`src/rtl/hamming_pkg.sv`:
```
`default_nettype none
// ============================================================================
//  Module   : hamming_pkg
//  Brief    : Shared types and constants for the Hamming(7,4) checker.
//  Revision : 1.0 - initial release
// ============================================================================
package hamming_pkg;

  // Default width of the corrected-error counter
  localparam int c_cnt_w_default = 8;

  // Codeword bit i is Hamming position i+1. Each mask selects the positions
  // that one syndrome bit covers.
  localparam logic [6:0] c_s1_mask = 7'b1010101;  // positions 1,3,5,7
  localparam logic [6:0] c_s2_mask = 7'b1100110;  // positions 2,3,6,7
  localparam logic [6:0] c_s4_mask = 7'b1111000;  // positions 4,5,6,7

  // Sequencer states
  typedef enum logic [2:0] {
    IDLE = 3'd0,
    LOAD = 3'd1,
    SYND = 3'd2,
    CORR = 3'd3,
    DONE = 3'd4
  } state_t;

endpackage
`default_nettype wire

```
`src/rtl/hamming_syndrome.sv`:
```
`default_nettype none
// ============================================================================
//  Module   : hamming_syndrome
//  Brief    : Combinational syndrome, correction mask and data extraction
//             for one Hamming(7,4) codeword.
//  Revision : 1.0 - initial release
// ============================================================================
module hamming_syndrome
  import hamming_pkg::*;
(
  input  logic [6:0] i_code,
  output logic [2:0] o_syndrome,
  output logic [6:0] o_mask,
  output logic [3:0] o_data
);

  logic [2:0] w_syn;
  logic [6:0] w_mask;

  // Syndrome {s4,s2,s1}, one-hot flip mask at bit S-1, corrected data nibble
  always_comb begin
    w_syn  = {^(i_code & c_s4_mask), ^(i_code & c_s2_mask), ^(i_code & c_s1_mask)};
    w_mask = 7'd0;
    if (w_syn != 3'd0) begin
      w_mask = 7'd1 << (w_syn - 3'd1);
    end
    o_syndrome = w_syn;
    o_mask     = w_mask;
    o_data     = {i_code[6] ^ w_mask[6], i_code[5] ^ w_mask[5],
                  i_code[4] ^ w_mask[4], i_code[2] ^ w_mask[2]};
  end

endmodule
`default_nettype wire

```
`src/rtl/hamming_seq_ctrl.sv`:
```
`default_nettype none
// ============================================================================
//  Module   : hamming_seq_ctrl
//  Brief    : Sequenced Hamming(7,4) single-error corrector with result
//             registers and a saturating corrected-word counter.
//  Revision : 1.0 - initial release
// ============================================================================
module hamming_seq_ctrl
  import hamming_pkg::*;
#(
  parameter int CNT_W = c_cnt_w_default
) (
  input  logic             clk,
  input  logic             rst_n,
  input  logic             start_i,
  input  logic [3:0]       entrada_i,
  input  logic [6:0]       palabra_i,
  input  logic             clr_cnt_i,
  output logic             busy_o,
  output logic             done_o,
  output logic [3:0]       data_o,
  output logic [2:0]       syndrome_o,
  output logic [6:0]       error_o,
  output logic             mismatch_o,
  output logic [3:0]       led_o,
  output logic [CNT_W-1:0] err_cnt_o
);

  localparam logic [CNT_W-1:0] c_cnt_max = '1;

  state_t           r_state;
  state_t           w_next;
  logic [3:0]       r_entrada;
  logic [6:0]       r_palabra;
  logic [2:0]       r_synd;
  logic [3:0]       r_data;
  logic [2:0]       r_synd_out;
  logic [6:0]       r_error;
  logic             r_mismatch;
  logic [CNT_W-1:0] r_cnt;

  logic [2:0]       w_syndrome;
  logic [6:0]       w_mask;
  logic [3:0]       w_data;

  hamming_syndrome u_syndrome (
    .i_code     (r_palabra),
    .o_syndrome (w_syndrome),
    .o_mask     (w_mask),
    .o_data     (w_data)
  );

  // State register
  always_ff @(posedge clk or negedge rst_n) begin
    if (!rst_n) begin
      r_state <= IDLE;
    end else begin
      r_state <= w_next;
    end
  end

  // Next-state and status outputs; start_i only matters in IDLE
  always_comb begin
    w_next = r_state;
    busy_o = 1'b1;
    done_o = 1'b0;
    case (r_state)
      IDLE: begin
        busy_o = 1'b0;
        if (start_i) begin
          w_next = LOAD;
        end
      end
      LOAD:    w_next = SYND;
      SYND:    w_next = CORR;
      CORR:    w_next = DONE;
      DONE: begin
        done_o = 1'b1;
        w_next = IDLE;
      end
      default: w_next = IDLE;
    endcase
  end

  // Capture the request operands on the accepting edge so later input
  // changes cannot disturb the transaction in flight
  always_ff @(posedge clk or negedge rst_n) begin
    if (!rst_n) begin
      r_entrada <= 4'd0;
      r_palabra <= 7'd0;
    end else if (r_state == IDLE && start_i) begin
      r_entrada <= entrada_i;
      r_palabra <= palabra_i;
    end
  end

  // Syndrome stage
  always_ff @(posedge clk or negedge rst_n) begin
    if (!rst_n) begin
      r_synd <= 3'd0;
    end else if (r_state == SYND) begin
      r_synd <= w_syndrome;
    end
  end

  // Correction stage; results then hold until the next CORR
  always_ff @(posedge clk or negedge rst_n) begin
    if (!rst_n) begin
      r_data     <= 4'd0;
      r_synd_out <= 3'd0;
      r_error    <= 7'd0;
      r_mismatch <= 1'b0;
    end else if (r_state == CORR) begin
      r_data     <= w_data;
      r_synd_out <= r_synd;
      r_error    <= w_mask;
      r_mismatch <= (w_data != r_entrada);
    end
  end

  // Corrected-word counter: bumps on CORR->DONE, saturates, clear has priority
  always_ff @(posedge clk or negedge rst_n) begin
    if (!rst_n) begin
      r_cnt <= '0;
    end else if (clr_cnt_i) begin
      r_cnt <= '0;
    end else if (r_state == CORR && r_synd != 3'd0 && r_cnt != c_cnt_max) begin
      r_cnt <= r_cnt + 1'b1;
    end
  end

  assign data_o     = r_data;
  assign led_o      = r_data;
  assign syndrome_o = r_synd_out;
  assign error_o    = r_error;
  assign mismatch_o = r_mismatch;
  assign err_cnt_o  = r_cnt;

endmodule
`default_nettype wire
```
`config.mk`:
```
export PLATFORM = sky130hd
export DESIGN_NAME = hamming_seq_ctrl
export DESIGN_NICKNAME = d
export VERILOG_FILES = /design/src/rtl/hamming_pkg.sv /design/src/rtl/hamming_syndrome.sv /design/src/rtl/hamming_seq_ctrl.sv
export SDC_FILE = /design/constraint.sdc
export NUM_CORES = 1
export LEC_CHECK = 0
export ABC_CLOCK_PERIOD_IN_PS = 2050
export CORE_MARGIN = 2
export CORE_UTILIZATION = 42
export CTS_CLUSTER_DIAMETER = 30
export DETAILED_ROUTE_END_ITERATION = 8
export PLACE_DENSITY = 0.7
export SYNTH_ARGS = -nofsm -noshare
export SYNTH_HDL_FRONTEND = slang
export SYNTH_SLANG_ARGS = --single-unit
export TNS_END_PERCENT = 100
```
`constraint.sdc`:
```
create_clock -name clk -period 2.05 [get_ports clk]
set_clock_uncertainty 0.2 [all_clocks]
set_input_delay 0.41 -clock clk [delete_from_list [all_inputs] [get_ports clk]]
set_output_delay 0.41 -clock clk [all_outputs]
set_load 0.05 [all_outputs]
```
==> results of run 1 <==
## worst reg2reg max path: cells and delay by family, from the launching register on
kind | cells | cell delay, ns
buf+inv | 1 | 0.14
compound gates | 3 | 0.49
flops | 1 | 0.45
simple gates | 2 | 0.27
xor+xnor | 1 | 0.25
fa+ha+maj | 1 | 0.25
## layout make-up
cell class	instances	share of cell area
multi-input cells	146	0.3830
flip-flops and latches	40	0.3349
repair buffers	76	0.2137
well taps	67	0.02780
clock buffers	5	0.02282
clock inverters	3	0.01411
inverters	3	0.003734
## final timing paths
check                              start  depth (start not counted)            end
max                         r_palabra[2]                          8     mismatch_o
min                        syndrome_o[0]                          2  syndrome_o[0]
max reg2reg                 r_palabra[2]                          8     mismatch_o
min reg2reg                syndrome_o[0]                          2  syndrome_o[0]
max in group asynchronous          rst_n                          3   r_palabra[1]
min in group asynchronous          rst_n                          2      r_synd[0]
## registers in the layout, indices dropped and copies added (netlist names)
name and count:
r_state 3, error_o 7, data_o 4, r_synd 3, syndrome_o 3, r_entrada 4, r_palabra 7, mismatch_o 1
err_cnt_o 8
## metrics by stage
step	worst slack [ns]	cell area [sq um]	TNS [ns]	std cells
CTS	-0.02369	2909	-0.02369	334
global route	-0.1821	3015	-1.238	340
detailed placement	-0.2232	2723	-0.7588	322
floorplan	-0.1228	2201	-0.1232	203
global placement	-0.1949	2723	-0.5745	322
finish	-0.1068	3015	-0.5021	340
## layer usage
| metal | track usage | share of wire |
|---|---|---|
| met1 | 0.2400 | 0.47 |
| met2 | 0.2589 | 0.48 |
| met3 | 0.03571 | 0.038 |
| met4 | 0.07018 | 0.017 |
| met5 | 0 | 0 |
## timing repair
action | CTS | global route
endpoints found under the setup margin | 9 | 11
hold buffers | 1 | 0
setup buffers | 3 | 6
gates resized for setup | 9 | 16
pin swaps | 5 | 12
hold endpoints to repair | 20 | 0
## cell usage in the layout (no fill, tap or decap), types with 3 or more instances in the layout
cell / count
a21oi_1: 5
buf_12: 3
buf_4: 57
clkbuf_8: 5
clkdlybuf4s50_1: 13
dfrtp_1: 33
dfrtp_2: 7
mux2_1: 4
mux2_2: 9
nand2_1: 29
nand2_2: 4
nand4_1: 3
nor2_1: 20
nor2b_1: 3
nor3_1: 3
o21ai_1: 5
o31ai_2: 3
xnor2_1: 7
xnor2_2: 3
xor2_1: 8
## cells by family (layout without fill, tap and decap cells)
| logic type | count (synthesis) | count (layout) | share of synthesized area |
|---|---|---|---|
| buffers and inverters | 17 | 87 | 0.05146 |
| adders and majority gates | 2 | 2 | 0.01169 |
| xor gates and xnor gates | 23 | 23 | 0.1222 |
| and+or+nand+nor | 74 | 74 | 0.1573 |
| DFF | 40 | 40 | 0.4678 |
| muxes | 14 | 14 | 0.07310 |
| AOI/OAI and AO/OA | 33 | 33 | 0.1164 |
==> reports/metrics.csv, run 1 <==
stage,metric,value,unit
clock_tree,clock-sinks,40,
layout,drive_gt1_frac,0.4322,
worst_setup_path,crit_path_start_kind,register,
logic_synthesis,async_flop_share,1.000,
sta,worst_pin_slew,0.4986,ns
clock_tree,h-tree-depth,2,
logic_synthesis,synth-seq-area-share,0.4678,
worst_setup_path,endpoint_kind,register,
clock_tree,cts_root_buf,clkbuf_8,
worst_hold_path,hp-class,register to register,
layout,final_nets,289,
sta,hold_violations,0,
logic_synthesis,synth_top_area_cell,dfrtp_1,
worst_setup_path,required,2.01,ns
layout,post-route-util,0.6260,
global_route,grtUsageTotal,0.1709,
worst_setup_path,cpPeakStageDelay,0.45,ns
sta,fmax,463.7,MHz
layout,syn_to_final_growth,40.94,%
layout,n_antenna_cell,0,
logic_synthesis,syn_avg_cell_area,10.54,sq um
clock_tree,cts_tree,done,
floorplanning,io_pins,44,
detailed_routing,wl_per_cell,13.11,um
logic_synthesis,postSynthCellCount,203,
worst_setup_path,slowest_stage,dfrtp_2,
worst_setup_path,r2r_slack,-0.11,ns
status,violations,negative setup slack,
global_route,grt_pass1_vias,1526,
global_route,grt_overflow_total,0,
placement,dp_hpwl,3.157,mm
sta,maxSlewHeadroom,0.6676,
detailed_routing,drtIter0Drc,62,
floorplanning,die_height,75.38,um
clock_tree,numCtsBuffers,5,
floorplanning,rows,25,
worst_setup_path,cp_cell_sequence,xor2_4 -> nand2_2 -> o22ai_4 -> ha_4 -> buf_4 -> nor2b_1 -> a31oi_1 -> a41oi_2,
floorplanning,die_x,75.38,um
sta,min_period,2.157,ns
logic_synthesis,syn-num-nets,220,
sta,fin_crit_sh,1.052,
placement,port-buffer-count,43,
detailed_routing,ant_nets,0,
logic_synthesis,ys_top_cells_by_area,"dfrtp_1 47%, nand2_1 5.6%, mux2_2 4.7%",
logic_synthesis,ys.flop_type,dfrtp_1,
detailed_routing,finalWirelength,4.458,mm
clock_tree,ctsLongestPathBuffers,2,
sta,fin_ws,-0.1068,ns
detailed_routing,vias_per_cell,4.826,
placement,finalWeightedCongestion,0.8538,
logic_synthesis,synth_top_area_frac,0.4678,
sta,final_max_slew_viol_count,0,
logic_synthesis,synth_warnings,0,
worst_setup_path,crit_family,compound AO/OA/AOI/OAI gates,
global_route,grt_pass1_wl,7.245,mm
status,status,finished with violations,
logic_synthesis,synth_edf_count,0,
layout,regArea,1010,sq um
layout,multi_input_area,1155,sq um
logic_synthesis,synth_commonest_cells,"40 x dfrtp_1, 32 x nand2_1, 21 x nor2_1",
logic_synthesis,synthDistinctLibCells,49,
sta,final-setup-viol-count,8,
worst_setup_path,crit_arrival,2.12,ns
floorplanning,die_area,5681,sq um
worst_setup_path,cp_num_buf_inv,1,
detailed_routing,vias,1641,
floorplanning,start_util,0.4442,
detailed_routing,remaining_drc_errors,0,
flow_run,maxCapViolCount,0,
sta,holdWs,0.2840,ns
global_route,grt_max_degree,22,
worst_setup_path,path_class,register to register,
logic_synthesis,synthMostInstantiatedCell,dfrtp_1,
global_route,antenna_found_initial,0,
layout,n_fill_cell,440,
floorplanning,coreArea,4817,sq um
detailed_routing,first_pass_iters,4,
clock_tree,clk_latency,0.29,ns
logic_synthesis,syn_area,2140,sq um
logic_synthesis,ys_seq_elements,40,
worst_setup_path,crit_fanout,4,
sta,rsz0062_at_grt,yes,
clock_tree,clk_pin_slew_worst_paths,0.08,ns
Power of run 1 is not shown: default switching activity piles up to over one toggle a cycle in this logic, so the estimate is an artifact.
==> inputs of run 2 (changes only) <==
- ABC_CLOCK_PERIOD_IN_PS: 2050 -> 2250
- CORE_ASPECT_RATIO: default -> 1.1
- CORE_MARGIN: 2 -> 1
- PLACE_DENSITY: 0.7 -> 0.68
- clock period: 2.05 -> 2.25 ns (I/O delays scaled with it)
==> run 2 against run 1 <==
The flow now finishes without violations. Critical path type is now register to output port. Global-route usage rose by 0.25 points. Worst setup slack improved by 0.17 ns. Routed wire length fell by 5.2%. Largest cell class unchanged. Final area fell by 5.9%. Critical path depth fell by 7. Utilization fell by 3.3 points.
==> reports/metrics.csv, run 2 (synthesis results as in run 1) <==
stage,metric,value,unit
worst_setup_path,crit_fanout,5,
global_route,grt_pass1_vias,1538,
worst_setup_path,cpPeakStageDelay,0.83,ns
layout,drive_gt1_frac,0.2500,
global_route,antenna_found_initial,0,
sta,fmax,456.4,MHz
clock_tree,h-tree-depth,2,
worst_setup_path,path_class,register to output port,
detailed_routing,first_pass_iters,4,
sta,final.setup.tns,0,ns
floorplanning,coreArea,4782,sq um
flow_run,maxCapViolCount,0,
worst_setup_path,crit_start,err_cnt_o[2],
clock_tree,cts_tree,done,
sta,holdWs,0.01082,ns
placement,dp_hpwl,3.056,mm
placement,finalWeightedCongestion,0.8105,
global_route,grt_max_degree,41,
worst_setup_path,required,1.60,ns
floorplanning,rows,26,
sta,fin_crit_sh,0.9738,
clock_tree,clk_pin_slew_worst_paths,0.08,ns
global_route,grt_overflow_total,0,
sta,worst_pin_slew,0.5081,ns
layout,largest_reg_flops,8,
status,status,"finished, final reports clean",
worst_setup_path,ff2ff_path_depth,7,
worst_setup_path,cp_cell_sequence,clkdlybuf4s50_1,
layout,final_nets,276,
global_route,grt_pass1_wl,7.286,mm
worst_setup_path,r2r-start,r_palabra[4],
layout,syn_to_final_growth,32.63,%
layout,layout_common_cells,"37 x clkdlybuf4s50_1, 35 x dfrtp_1, 32 x nand2_1",
worst_setup_path,path_depth,1,
worst_setup_path,cp_num_buf_inv,1,
detailed_routing,vias,1594,
worst_setup_path,crit_end,err_cnt_o[2],
detailed_routing,drtIter0Drc,93,
sta,fin_ws,0.05892,ns
floorplanning,io_pins,44,
worst_setup_path,r2r_slack,0.12,ns
floorplanning,start_util,0.4474,
worst_setup_path,crit_path_start_kind,register,
detailed_routing,vias_per_cell,5.044,
sta,final-setup-viol-count,0,
sta,final_max_slew_viol_count,0,
detailed_routing,wl_per_cell,13.37,um
floorplanning,die_area,5384,sq um
clock_tree,cts_root_buf,clkbuf_8,
global_route,grtUsageTotal,0.1734,
clock_tree,ctsLongestPathBuffers,2,
worst_setup_path,r2r-end,mismatch_o,
clock_tree,clk_latency,0.29,ns
layout,final_common_cell,clkdlybuf4s50_1,
clock_tree,clock-sinks,40,
sta,maxSlewHeadroom,0.6613,
clock_tree,numCtsBuffers,5,
detailed_routing,finalWirelength,4.225,mm
worst_setup_path,endpoint_kind,output port,
sta,rsz0062_at_grt,no,
detailed_routing,ant_nets,0,
placement,port-buffer-count,43,
layout,n_antenna_cell,0,
worst_setup_path,slowest_stage,clkdlybuf4s50_1,
sta,hold_violations,0,
worst_setup_path,crit_arrival,1.54,ns
worst_hold_path,hp-class,primary input to async pin,
sta,min_period,2.191,ns
floorplanning,die_x,70.05,um
floorplanning,die_height,76.86,um
worst_setup_path,crit_family,buffers and inverters,
placement,preCtsSetupSlack,-0.05778,ns
detailed_routing,remaining_drc_errors,0,
[run 2: cell types whose count changed in the layout (fill, tap and decap cells not counted), moves of 2 or more]
| cell | change |
|---|---|
| o31ai_2 | -2 |
| buf_4 | -32 |
| buf_12 | -3 |
| o31ai_1 | +3 |
| dfrtp_2 | -2 |
| clkdlybuf4s50_1 | +24 |
| o21ai_0 | +2 |
| nand2_2 | -3 |
| dfrtp_1 | +2 |
| nand2_1 | +3 |
| o21ai_2 | -2 |
[run 2: layout make-up]
cell class | count | area [sq um]
fillers | 394 | 1944
flip-flops and latches | 40 | 1007
multi-input cells | 146 | 1079
clock inverters | 2 | 35.03
inverters | 3 | 11.26
clock buffers | 6 | 72.57
repair buffers | 63 | 563.0
well taps | 56 | 70.07
[run 2: layer usage]
metal / part of all wire / wire, um / track usage / vias up
met4: 0.023 / 99 / 0.07800 / 0
met3: 0.029 / 122 / 0.03154 / 9
met2: 0.47 / 1985 / 0.2721 / 37
met1: 0.48 / 2017 / 0.2333 / 749
li1: - / - / - / 799
met5: 0 / 0 / 0 / -
[run 2: timing repair]
| action | CTS | global route |
|---|---|---|
| pin swaps | 0 | 5 |
| resized for setup | 3 | 6 |
| setup buffers | 0 | 4 |
| hold buffers | 0 | 0 |
| endpoints found under the hold margin | 0 | 0 |
| setup endpoints to repair | 1 | 4 |
[run 2: per-stage QoR]
stage | util | cell area, sq um | instances
final | 0.5934 | 2838 | 316
after global routing | 0.5934 | 2838 | 316
after CTS | 0.5814 | 2780 | 312
after detailed placement | 0.5578 | 2668 | 304
after global placement | 0.5578 | 2668 | 304
after floorplan | - | 2163 | 203
[run 2: how the worst min path moves through the flow]
stage | end | slack [ns] | startpoint | cells after the start
after floorplan | data_o[0] | -0.05 | rst_n | 0
after detailed placement | syndrome_o[2] | 0.27 | syndrome_o[2] | 2
after global routing | r_entrada[3] | 0.07 | rst_n | 2
after CTS | syndrome_o[1] | 0.02 | rst_n | 2
after global placement | syndrome_o[1] | 0.26 | syndrome_o[1] | 2
final | error_o[3] | 0.01 | rst_n | 2
Power of run 2 is left out for the same reason.
==> inputs of run 3 (changes only) <==
- PLACE_DENSITY: 0.68 -> 0.77
==> run 3 against run 2 <==
Die area did not move. Global-route usage is 0.47 points lower. Clock-buffer cell count unchanged. Final cell count unchanged. Critical path type unchanged. Highest routed layer unchanged.
==> reports/metrics.csv, run 3 (synthesis results as in run 1) <==
stage,metric,value,unit
status,status,"finished, final reports clean",
clock_tree,clk_latency,0.29,ns
sta,min_period,2.190,ns
floorplanning,io_pins,44,
worst_hold_path,whs_path_depth,2,
placement,dp_hpwl,3.163,mm
detailed_routing,vias_per_cell,5.130,
global_route,grtUsageTotal,0.1687,
sta,fmax,456.6,MHz
clock_tree,clk_pin_slew_worst_paths,0.08,ns
detailed_routing,vias,1621,
worst_setup_path,crit_family,buffers and inverters,
sta,worst_pin_slew,0.5472,ns
detailed_routing,drtIter0Drc,85,
detailed_routing,finalWirelength,4.262,mm
layout,layout_common_cells,"36 x clkdlybuf4s50_1, 34 x dfrtp_1, 31 x nand2_1",
global_route,antenna_found_initial,0,
layout,final_area,2868,sq um
flow_run,maxCapViolCount,0,
detailed_routing,first_pass_iters,4,
detailed_routing,wl_per_cell,13.49,um
clock_tree,clock-sinks,40,
layout,n_antenna_cell,0,
sta,maxSlewHeadroom,0.6344,
sta,fin_crit_sh,0.9734,
clock_tree,h-tree-depth,2,
worst_hold_path,hp-class,register to register,
worst_setup_path,ff2ff_path_depth,8,
global_route,grt_max_degree,23,
floorplanning,start_util,0.4474,
sta,holdWs,0.2768,ns
detailed_routing,ant_nets,0,
sta,hold_violations,0,
worst_setup_path,path_depth,1,
clock_tree,cts_root_buf,clkbuf_8,
layout,syn_to_final_growth,34.04,%
clock_tree,numCtsBuffers,5,
worst_setup_path,cp_num_buf_inv,1,
sta,final_max_slew_viol_count,0,
worst_setup_path,crit_fanout,5,
layout,largest_reg_flops,8,
sta,final.setup.tns,0,ns
layout,drive_gt1_frac,0.2577,
worst_setup_path,cp_cell_sequence,clkdlybuf4s50_1,
global_route,grt_pass1_vias,1597,
worst_setup_path,cpPeakStageDelay,0.83,ns
clock_tree,ctsLongestPathBuffers,2,
worst_setup_path,slowest_stage,clkdlybuf4s50_1,
placement,finalWeightedCongestion,0.8853,
placement,port-buffer-count,43,
floorplanning,die_area,5384,sq um
worst_setup_path,required,1.60,ns
worst_setup_path,crit_arrival,1.54,ns
worst_setup_path,crit_path_start_kind,register,
layout,final_nets,276,
sta,final-setup-viol-count,0,
worst_setup_path,path_class,register to output port,
clock_tree,cts_tree,done,
floorplanning,die_height,76.86,um
sta,fin_ws,0.05993,ns
worst_setup_path,endpoint_kind,output port,
floorplanning,die_x,70.05,um
floorplanning,rows,26,
placement,preCtsSetupSlack,-0.1390,ns
placement,place_area,2650,sq um
layout,final_common_cell,clkdlybuf4s50_1,
global_route,grt_overflow_total,0,
global_route,grt_pass1_wl,7.224,mm
detailed_routing,remaining_drc_errors,0,
floorplanning,coreArea,4782,sq um
-- run 3: metrics by stage --
step	cells	util
floorplan	203	-
global placement	300	0.5542
detailed placement	300	0.5542
CTS	314	0.5918
global route	316	0.5997
finish	316	0.5997
-- run 3: area by class of cell --
cell class / instances / area (sq um)
clock buffers: 6 / 72.57
clock inverters: 2 / 35.03
fillers: 395 / 1914
inverters: 3 / 11.26
multi-input cells: 146 / 1092
flip-flops and latches: 40 / 1008
well taps: 56 / 70.07
repair buffers: 63 / 578.1
-- run 3: routing by layer --
metal | wire length, um | GRT usage
met1 | 1874 | 0.1990
met2 | 2181 | 0.3067
met3 | 142 | 0.02497
met4 | 64 | 0.06200
met5 | 0 | 0
-- run 3: repair_timing --
action / 4_1_cts / 5_1_grt
endpoints found under the hold margin: 18 / 0
gates resized for setup: 9 / 6
pin swaps: 4 / 4
hold buffers: 1 / 0
buffers inserted: 5 / 2
setup endpoints to repair: 4 / 2
-- run 3: path summary, 6_finish.rpt --
check / from / end / slack [ns]
setup reg to reg: r_palabra[1] / mismatch_o / 0.10
max in group asynchronous: rst_n / r_palabra[1] / 0.94
setup / recovery: err_cnt_o[2] / err_cnt_o[2] / 0.06
hold reg to reg: error_o[0] / error_o[0] / 0.28
min in group asynchronous: rst_n / data_o[2] / 0.44
hold / removal: error_o[0] / error_o[0] / 0.28
Power of run 3 is left out for the same reason.
